File: src/rtl/ring_counter_mm.sv
// rtl/ring_counter_mm.sv - multi-mode (ring / Johnson) ring counter with load,
// illegal-state recovery and a STAGES-deep registered output pipeline.
module ring_counter_mm #(
  parameter int          N      = 4,
  parameter int          STAGES = 2,
  parameter logic [N-1:0] SEED  = N'(1)
) (
  input  logic         clk,
  input  logic         reset,
  input  logic         en,
  input  logic         dir,
  input  logic         mode,
  input  logic         load,
  input  logic [N-1:0] load_val,
  output logic [N-1:0] q,
  output logic         q_valid,
  output logic         wrap,
  output logic         err
);

  localparam int W = N + 3;

  logic [N-1:0] cs, cs_next;
  logic         cw, cw_next;
  logic         ce, ce_next;
  logic [N-1:0] mode_seed;
  logic [N-1:0] step_val;
  logic [N-2:0] edges;
  logic         ring_ok;
  logic         john_ok;
  logic         legal;

  logic [W-1:0] pipe [STAGES];

  // A Johnson state has at most one boundary between adjacent differing bits.
  assign edges     = cs[N-2:0] ^ cs[N-1:1];
  assign ring_ok   = ($countones(cs) == 1);
  assign john_ok   = ($countones(edges) <= 1);
  assign legal     = mode ? john_ok : ring_ok;
  assign mode_seed = mode ? '0 : SEED;

  always_comb begin
    step_val = cs;
    case ({mode, dir})
      2'b00:   step_val = {cs[N-2:0], cs[N-1]};
      2'b01:   step_val = {cs[0], cs[N-1:1]};
      2'b10:   step_val = {cs[N-2:0], ~cs[N-1]};
      default: step_val = {~cs[0], cs[N-1:1]};
    endcase
  end

  always_comb begin
    cs_next = cs;
    cw_next = 1'b0;
    ce_next = 1'b0;
    if (load) begin
      cs_next = load_val;
    end else if (en) begin
      if (legal) begin
        cs_next = step_val;
        cw_next = (step_val == mode_seed);
      end else begin
        cs_next = mode_seed;
        ce_next = 1'b1;
      end
    end
  end

  always_ff @(posedge clk) begin
    if (!reset) begin
      cs <= mode_seed;
      cw <= 1'b0;
      ce <= 1'b0;
    end else begin
      cs <= cs_next;
      cw <= cw_next;
      ce <= ce_next;
    end
  end

  // Flags ride with their data so wrap/err line up with q at the output.
  always_ff @(posedge clk) begin
    if (!reset) begin
      for (int j = 0; j < STAGES; j++) pipe[j] <= '0;
    end else begin
      pipe[0] <= {1'b1, cs, cw, ce};
      for (int j = 1; j < STAGES; j++) pipe[j] <= pipe[j-1];
    end
  end

  assign {q_valid, q, wrap, err} = pipe[STAGES-1];

endmodule

File: config.mk
export PLATFORM = sky130hd
export DESIGN_NAME = ring_counter_mm
export DESIGN_NICKNAME = d
export VERILOG_FILES = /design/src/rtl/ring_counter_mm.sv
export SDC_FILE = /design/constraint.sdc
export NUM_CORES = 1
export LEC_CHECK = 0
export ABC_AREA = 1
export CORE_MARGIN = 5
export CORE_UTILIZATION = 40
export DETAILED_ROUTE_END_ITERATION = 8
export HOLD_SLACK_MARGIN = 0.08
export PLACE_DENSITY = 0.63
export SLEW_MARGIN = 10
export SYNTH_ARGS = -nofsm -noshare
export SYNTH_HDL_FRONTEND = slang
export SYNTH_SLANG_ARGS = --single-unit
File: constraint.sdc
create_clock -name clk -period 2.17 [get_ports clk]
set_input_delay 0.434 -clock clk [delete_from_list [all_inputs] [get_ports clk]]
set_output_delay 0.434 -clock clk [all_outputs]
set_load 0.01 [all_outputs]
==> out/results.ini <==
[detailed_routing]
viasPerCell = 4.25
drtIter0Drc = 8
wl_um = 1620
ant_nets = 0
num_vias = 701
drt_drc_violations_left = 0
first_pass_iters = 2
avgRoutedWirePerCell_um = 9.82

[synthesis]
synth_top_area_frac = 0.348
synth_edf_count = 4
syn_avg_cell_area_um2 = 8.01
yosysTopAreaCell = dfxtp_1
synthFlopType = dfxtp_1
synth.distinct_cells = 22
synthesis.nets = 130
synthTopCellsByCount = nand2_1, inv_1, dfxtp_1
ys_ff_latch = 20
yosysMostFrequentCell = nand2_1
synthAdderAreaFrac = 0.0761
synth_top_family_by_area = simple AND/OR/NAND/NOR gates
ys_seq_area_frac = 0.478
synth_cells = 115
synth_area_um2 = 921
ys_top_cells_by_area = dfxtp_1, nand2_1, edfxtp_1
synthXorXnorAreaFrac = 0.0285
synth-simple-area-share = 0.219
ys_warn_count = 0
synth-compound-area-share = 0.0543
synth.area.mux_share = 0
async_flop_share = 0

[sta]
skew_ns = 0.00328
tns_ns = 0
rsz0062_at_grt = true
fmax_mhz = 477
period_share = 0.966
slew_violations = 0
setup_violations = 0
tightest_slew_ns = 0.308
fin_crit_ns = 2.10
relSlewSlack = 0.794
finalHoldViolations = 0
hold_slack_ns = 0.421

[min_path]
hp-class = reg2reg

[critical_path]
crit_family = adder cells
cp-end-kind = flip-flop
crit_chain = inv_2 > fa_1 > inv_1 > ha_2 > ha_4 > nor2_4 > nand3_2 > nand2_4 > nand2_1 > nand2_1 > nand2_1 > nand2_1
crit_arrival_ns = 2.17
reg2reg_slack_ns = 0.07
cp-start-kind = flip-flop
slowest_delay_ns = 0.52
crit_type = reg2reg
crit_required_ns = 2.24
critPathMostFrequentCell = nand2_1
path_buf_inv = 2
path_max_fanout = 6
crit_slowest_cell = fa_1

[clock_tree]
cts_tree = built
clock_sinks = 20
clkLatencyLatePin_ns = 0.30
cts.clk_slew.worst_paths_ns = 0.11
clk_path_buf_depth = 2
cts.htree.levels = 1
clock_tree.root_cell = clkbuf_4
cts_buffers = 3

[final_layout]
ff_latch_area_um2 = 440
drive_above_1_share = 0.197
fillers = 199
antenna_cells = 0
multiInputGateArea_um2 = 388
area_growth_pct = 32.7
final_nets = 153

[place]
port_buffers = 16
hpwlAfterDp_um = 1180
gp_congestion = 0.831

[die]
dieHeight_um = 58.0
core.rowCount = 17
die_width_um = 58.0
die-area_um2 = 3360
core_area_um2 = 2210
initial_core_util = 0.416
io_pins = 17

[global_routing]
grt_max_degree = 15
grt_pass1_wl_um = 2760
grt_pass1_vias = 668
overflow = 0
grtUsageTotal = 0.106
antenna_found_initial = 0

[pwr]
vdd_drop_max_v = 0.000408
p_int_mw = 0.714
combPwrFrac = 0.264
power_density_nw_per_um2 = 798
seq_power_share = 0.427
swShare = 0.268
clkPwrFrac = 0.309
net-switching-power_mw = 0.261
p_leak_nw = 0.622

[run_status]
status = finished clean

[run]
cap_violations = 0

-- flip-flops by register name (all words and copies together) (netlist names) --
| name | cells |
|---|---|
| pipe | 14 |
| cw | 1 |
| ce | 1 |
| cs | 4 |
-- per-layer routing --
layer  vias up  GRT usage  part of all wire
met5         -          0                 0
met4         0     0.0596            0.0093
met2        16      0.176              0.51
li1        383          -                 -
met1       298      0.121              0.42
met3         4     0.0290             0.052
-- per-stage QoR --
step / std cells / util / setup slack [ns] / instance area [um2] / total power, mW
2_1_floorplan: 115 / - / 0.0861 / 921 / 0.554
3_3_place_gp: 157 / 0.497 / 0.0573 / 1100 / 0.609
3_5_place_dp: 157 / 0.497 / -0.00482 / 1100 / 0.615
4_1_cts: 163 / 0.529 / 0.0148 / 1170 / 0.937
5_1_grt: 165 / 0.553 / -0.0571 / 1220 / 1.03
6_report: 165 / 0.553 / 0.0738 / 1220 / 0.975
-- layout make-up --
class                      count  area share
sequential                    20       0.360
clock inverter                 1      0.0246
multi-input combinational     66       0.317
tap                           28      0.0287
clock buffer                   3      0.0184
inverter                      23      0.0706
timing repair buffer          24       0.180
-- timing repair --
action                     4_1_cts  5_1_grt
resized for setup                1        9
pin swaps                        2        5
buffers inserted                 2        2
hold buffers                     0        0
setup endpoints to repair        3        6
-- cells in the final DEF, fill, tap and decap left out, drive strengths merged, types with 3 or more instances in the layout --
cell type,netlist,layout
a21oi,4,4
buf,6,8
clkbuf,0,3
clkdlybuf4s50,0,16
dfxtp,16,16
edfxtp,4,4
ha,4,4
inv,22,22
nand2,36,36
nor2,7,7
o21ai,6,6
-- power by group through the flow --
| stage | Clock, mW | Combinational (mW) | Sequential (mW) |
|---|---|---|---|
| finish | 0.301 | 0.257 | 0.417 |
| global route | 0.329 | 0.286 | 0.420 |
| CTS | 0.309 | 0.212 | 0.416 |
| detailed placement | 0 | 0.191 | 0.424 |
| global placement | 0 | 0.186 | 0.423 |
| floorplan | 0 | 0.127 | 0.427 |
-- worst register-to-register path: cells and delay by family, from the launching register on --
| family | cells | cell delay (ns) |
|---|---|---|
| adders and majority gates | 3 | 0.97 |
| buffers and inverters | 2 | 0.11 |
| DFF | 1 | 0.39 |
| and+or+nand+nor | 7 | 0.39 |
-- cell families after synthesis --
logic type               Yosys count
AO/OA/AOI/OAI                     10
XOR/XNOR                           3
adder cells (fa/ha/maj)            5
buffers and inverters             29
flip-flops                        20
AND/OR/NAND/NOR                   48
-- worst paths after layout --
kind | startpoint | end | cells after the start
max | cs[0] | cs[0] | 12
min | pipe[0][1] | pipe[0][8] | 2
max reg2reg | cs[0] | cs[0] | 12
min reg2reg | pipe[0][1] | pipe[0][8] | 2
Note: power is estimated with default switching activity, not from simulation.
